--- config.mk ---
export PLATFORM = sky130hd
export DESIGN_NAME = shift_iter
export DESIGN_NICKNAME = d
export VERILOG_FILES = /design/src/rtl/shift_iter.sv
export SDC_FILE = /design/constraint.sdc
export NUM_CORES = 1
export LEC_CHECK = 0
export CAP_MARGIN = 20
export CORE_MARGIN = 8
export CORE_UTILIZATION = 48
export DETAILED_ROUTE_END_ITERATION = 6
export PLACE_DENSITY_LB_ADDON = 0.12
export SYNTH_ARGS = -nofsm -noshare
export SYNTH_HDL_FRONTEND = slang
export SYNTH_SLANG_ARGS = --single-unit
--- constraint.sdc ---
create_clock -name clk -period 2.1 [get_ports clk]
set_clock_uncertainty 0.15 [all_clocks]
set_input_delay 0.42 -clock clk [delete_from_list [all_inputs] [get_ports clk]]
set_output_delay 0.42 -clock clk [all_outputs]
set_load 0.01 [all_outputs]
--- src/rtl/shift_iter.sv ---
// Iterative barrel-shifter replacement: shifts the operand one bit per clock
// (LSL/LSR/ASR/ROL) behind a valid/ready handshake on both sides.
module shift_iter #(
  parameter int WIDTH = 8,
  parameter int AW    = 3
) (
  input  logic             clk,
  input  logic             rst_n,
  input  logic             in_valid,
  output logic             in_ready,
  input  logic [WIDTH-1:0] in_data,
  input  logic [AW-1:0]    in_amt,
  input  logic [1:0]       in_op,
  output logic             out_valid,
  input  logic             out_ready,
  output logic [WIDTH-1:0] out_data,
  output logic             busy
);

  typedef enum logic [1:0] {
    IDLE  = 2'b00,
    SHIFT = 2'b01,
    DONE  = 2'b10
  } state_t;

  localparam logic [1:0] OP_LSL = 2'b00;
  localparam logic [1:0] OP_LSR = 2'b01;
  localparam logic [1:0] OP_ASR = 2'b10;

  state_t           state_q, state_d;
  logic [WIDTH-1:0] work_q, work_d;
  logic [WIDTH-1:0] res_q, res_d;
  logic [AW-1:0]    cnt_q, cnt_d;
  logic [1:0]       op_q, op_d;
  logic [WIDTH-1:0] step;

  // ASR keeps the MSB in place each step, so it always refills with the
  // sign bit of the operand as originally accepted.
  always_comb begin
    step = work_q;
    case (op_q)
      OP_LSL:  step = {work_q[WIDTH-2:0], 1'b0};
      OP_LSR:  step = {1'b0, work_q[WIDTH-1:1]};
      OP_ASR:  step = {work_q[WIDTH-1], work_q[WIDTH-1:1]};
      default: step = {work_q[WIDTH-2:0], work_q[WIDTH-1]};
    endcase
  end

  always_comb begin
    state_d = state_q;
    work_d  = work_q;
    res_d   = res_q;
    cnt_d   = cnt_q;
    op_d    = op_q;
    case (state_q)
      IDLE: begin
        if (in_valid) begin
          work_d  = in_data;
          cnt_d   = in_amt;
          op_d    = in_op;
          state_d = SHIFT;
        end
      end
      SHIFT: begin
        if (cnt_q != '0) begin
          work_d = step;
          cnt_d  = cnt_q - {{(AW-1){1'b0}}, 1'b1};
        end else begin
          res_d   = work_q;
          state_d = DONE;
        end
      end
      DONE: begin
        if (out_ready) state_d = IDLE;
      end
      default: state_d = IDLE;
    endcase
  end

  always_ff @(posedge clk or negedge rst_n) begin
    if (!rst_n) begin
      state_q <= IDLE;
      work_q  <= '0;
      res_q   <= '0;
      cnt_q   <= '0;
      op_q    <= 2'b00;
    end else begin
      state_q <= state_d;
      work_q  <= work_d;
      res_q   <= res_d;
      cnt_q   <= cnt_d;
      op_q    <= op_d;
    end
  end

  assign in_ready  = (state_q == IDLE);
  assign out_valid = (state_q == DONE);
  assign busy      = (state_q != IDLE);
  assign out_data  = res_q;

endmodule

==> results of run 1 <==
==> final timing paths <==
check                         endpoint  slack, ns  depth (start not counted)
max                          out_valid       0.05                          2
min                           cnt_q[2]       0.29                          2
max reg2reg                   cnt_q[0]       0.30                          5
min reg2reg                out_data[7]       0.35                          1
max in group asynchronous   state_q[1]       1.26                          2
min in group clk           out_data[7]       0.35                          1
==> routing by layer <==
layer	vias to the layer above	part of all wire, %	track usage, %
li1	459	-	-
met4	0	0.48	4.00
met3	2	5.5	3.22
met5	-	0	0
met2	22	49	21.4
met1	465	45	17.7
==> where the power goes <==
group          switching [uW]  total (uW)  internal, uW
Combinational             748        1600           848
Sequential                186         869           683
Clock                     131         205          74.0
==> Yosys cell counts (3+ instances only) <==
cell type | number | area, sq um
dfrtp_1 | 23 | 576
mux2_2 | 9 | 101
nand2_1 | 8 | 30.0
o21ai_0 | 8 | 40.0
mux2i_1 | 6 | 60.1
o221ai_1 | 6 | 52.6
inv_1 | 5 | 18.8
buf_6 | 3 | 33.8
nand2b_1 | 3 | 18.8
nor2b_1 | 3 | 18.8
==> cell type report <==
class / count / area share [%]
clock buffers: 4 / 1.68
inverters: 5 / 1.20
multi-input cells: 72 / 35.8
repair buffers: 35 / 21.9
flip-flops and latches: 23 / 37.0
well taps: 30 / 2.40
==> sequential cells by signal (all words and copies together), names as in the netlist <==
| signal | count |
|---|---|
| op_q | 2 |
| out_data | 8 |
| cnt_q | 3 |
| work_q | 8 |
| state_q | 2 |
==> through the flow <==
| stage | instance area, sq um | power [uW] | hold slack [ns] | utilization [%] |
|---|---|---|---|---|
| 2_1_floorplan | 1200 | 1930 | -0.0256 | - |
| 3_3_place_gp | 1520 | 2380 | 0.318 | 63.1 |
| 3_5_place_dp | 1520 | 2450 | 0.330 | 63.1 |
| 4_1_cts | 1560 | 2690 | 0.300 | 64.9 |
| 5_1_grt | 1560 | 2890 | 0.332 | 64.9 |
| 6_report | 1560 | 2670 | 0.292 | 64.9 |
==> worst max-delay path: stages (launching register included) <==
cell and delay [ns]:
dfrtp_2 0.45, nor2b_1 0.16, clkdlybuf4s50_1 0.56
==> cell families after synthesis <==
group,after synthesis,synth area share (%)
AO/OA/AOI/OAI,27,16.1
AND/OR/NAND/NOR,25,11.9
flip-flops,23,48.1
multiplexers,17,15.4
buffers and inverters,10,5.12
adder cells (fa/ha/maj),2,2.09
XOR/XNOR,1,1.36
==> repair_timing <==
item                       CTS  global route
setup buffers                2             0
gates resized for setup      2             0
setup endpoints to repair    3             0
==> impl_results.md, run 1 <==
- Status: complete, no violations
- DP Cell Count: 163
- Num CTS Buffers: 3
- Area added between synthesis and finish: 30.6%
- CP Launch Type: flop
- Routed len/inst: roughly 16 um
- Max Slew Vio Count: 0
- Share of layout cells above drive strength 1: 18.7%
- Number of I/O port buffers: 27
- Post-synth EDFFs: 0
- CTS root buf: clkbuf_4
- Netlist Area Pre-Place: ~1200 sq um
- Setup Slack @ Placement: roughly 0.095 ns
- Max clock buf depth: 2
- Crit path max fanout: 3
- Via density: roughly 5.6
- Total Wirelength: between 2000 and 3000 um
- First-pass GRT wire length: roughly 4700 um
- Critical path arrival: roughly 1.5 ns
- Leak: approximately 0.0007 uW
- Worst VDD drop: about 0.95 mV
- Final cell count without fillers: roughly 170
- Initial antenna violation count: 0
- Final hold vios: 0
- Setup repair after global routing missed its margin: no
- CTS tree: yes
- Hold buffers post-CTS: 0
- Commonest cells after routing, fill and taps aside: 27 x clkdlybuf4s50_1, 21 x dfrtp_1, 9 x mux2_2
- First-pass DRT Iterations: 5
- Largest net degree at the start of global routing: 24
- Register area share after synthesis: approximately half
- Fmax: ~0.49 GHz
- Mapped Nets: between 100 and 150
- Final #Nets: 159
- ANT cells: 0
- GRT Overall Usage: 13.5%
- Multi-input gate area: between 500 and 600 sq um
- Die width: 65.9 um
- Fillers: roughly 190
- CP Capture Type: output port
- Syn avg cell area: around 11 sq um
- Tightest Pin Transition: around 0.55 ns
- Synth unique cells: 34
- Worst slew margin: a little over three fifths
- Fraction of registers with async set/reset: between 90% and 100%
- Core ar.: around 2400 sq um
- Sequential Area: around 580 sq um
- Cells after Synth: 105
- Io pins: 28
- Worst r2r src: cnt_q[0]
- Crit path launch: state_q[0]
- Final RePlAce weighted congestion: around 0.8
- H-tree depth reported by CTS: 1
- Core Rows: 18
- Setup_tns: 0 ns
- Vias after detailed routing: 948
- Ys Warns: 0
- Antenna Violating Nets Remaining: 0
- Clock transition at path regs: 0.13 ns
- Leading cell type in the layout, fill and taps excluded: clkdlybuf4s50_1
- Die Ht: 65.9 um
- Initial Util: just under 50%
- Tcrit/Tclk final: 97.7%
- #FFs+latches synth: 23
- Final setup margin: approximately 0.048 ns
- Tightest Hold Check Type: in -> async
- Vias in the first global route: around 980
- CP Class: reg -> out
- Maxcap violations: 0
- Setup-failing EPs final: 0
- Clock sink count: 23
- Remaining routing DRC violations: 0
- Worst Path Required: roughly 1.5 ns
- Initial DRC count: 29
- Minimum clock period after layout: just over 2 ns
- Grt total ovfl: 0
- PD cells: around 1700 nW/um^2
- Clk_lat worst skew: 0.31 ns
- Top_reg_cell synth: dfrtp_1
- DIE AREA: roughly 4300 sq um
- Hpwl dp: ~2000 um
(Power assumes the default switching activity.)
==> run 2, diff against run 1 <==
- CTS_CLUSTER_SIZE: not set -> 28
==> results of run 2 <==
Same layout as run 1: the final DEF is identical, and so are final timing and power.
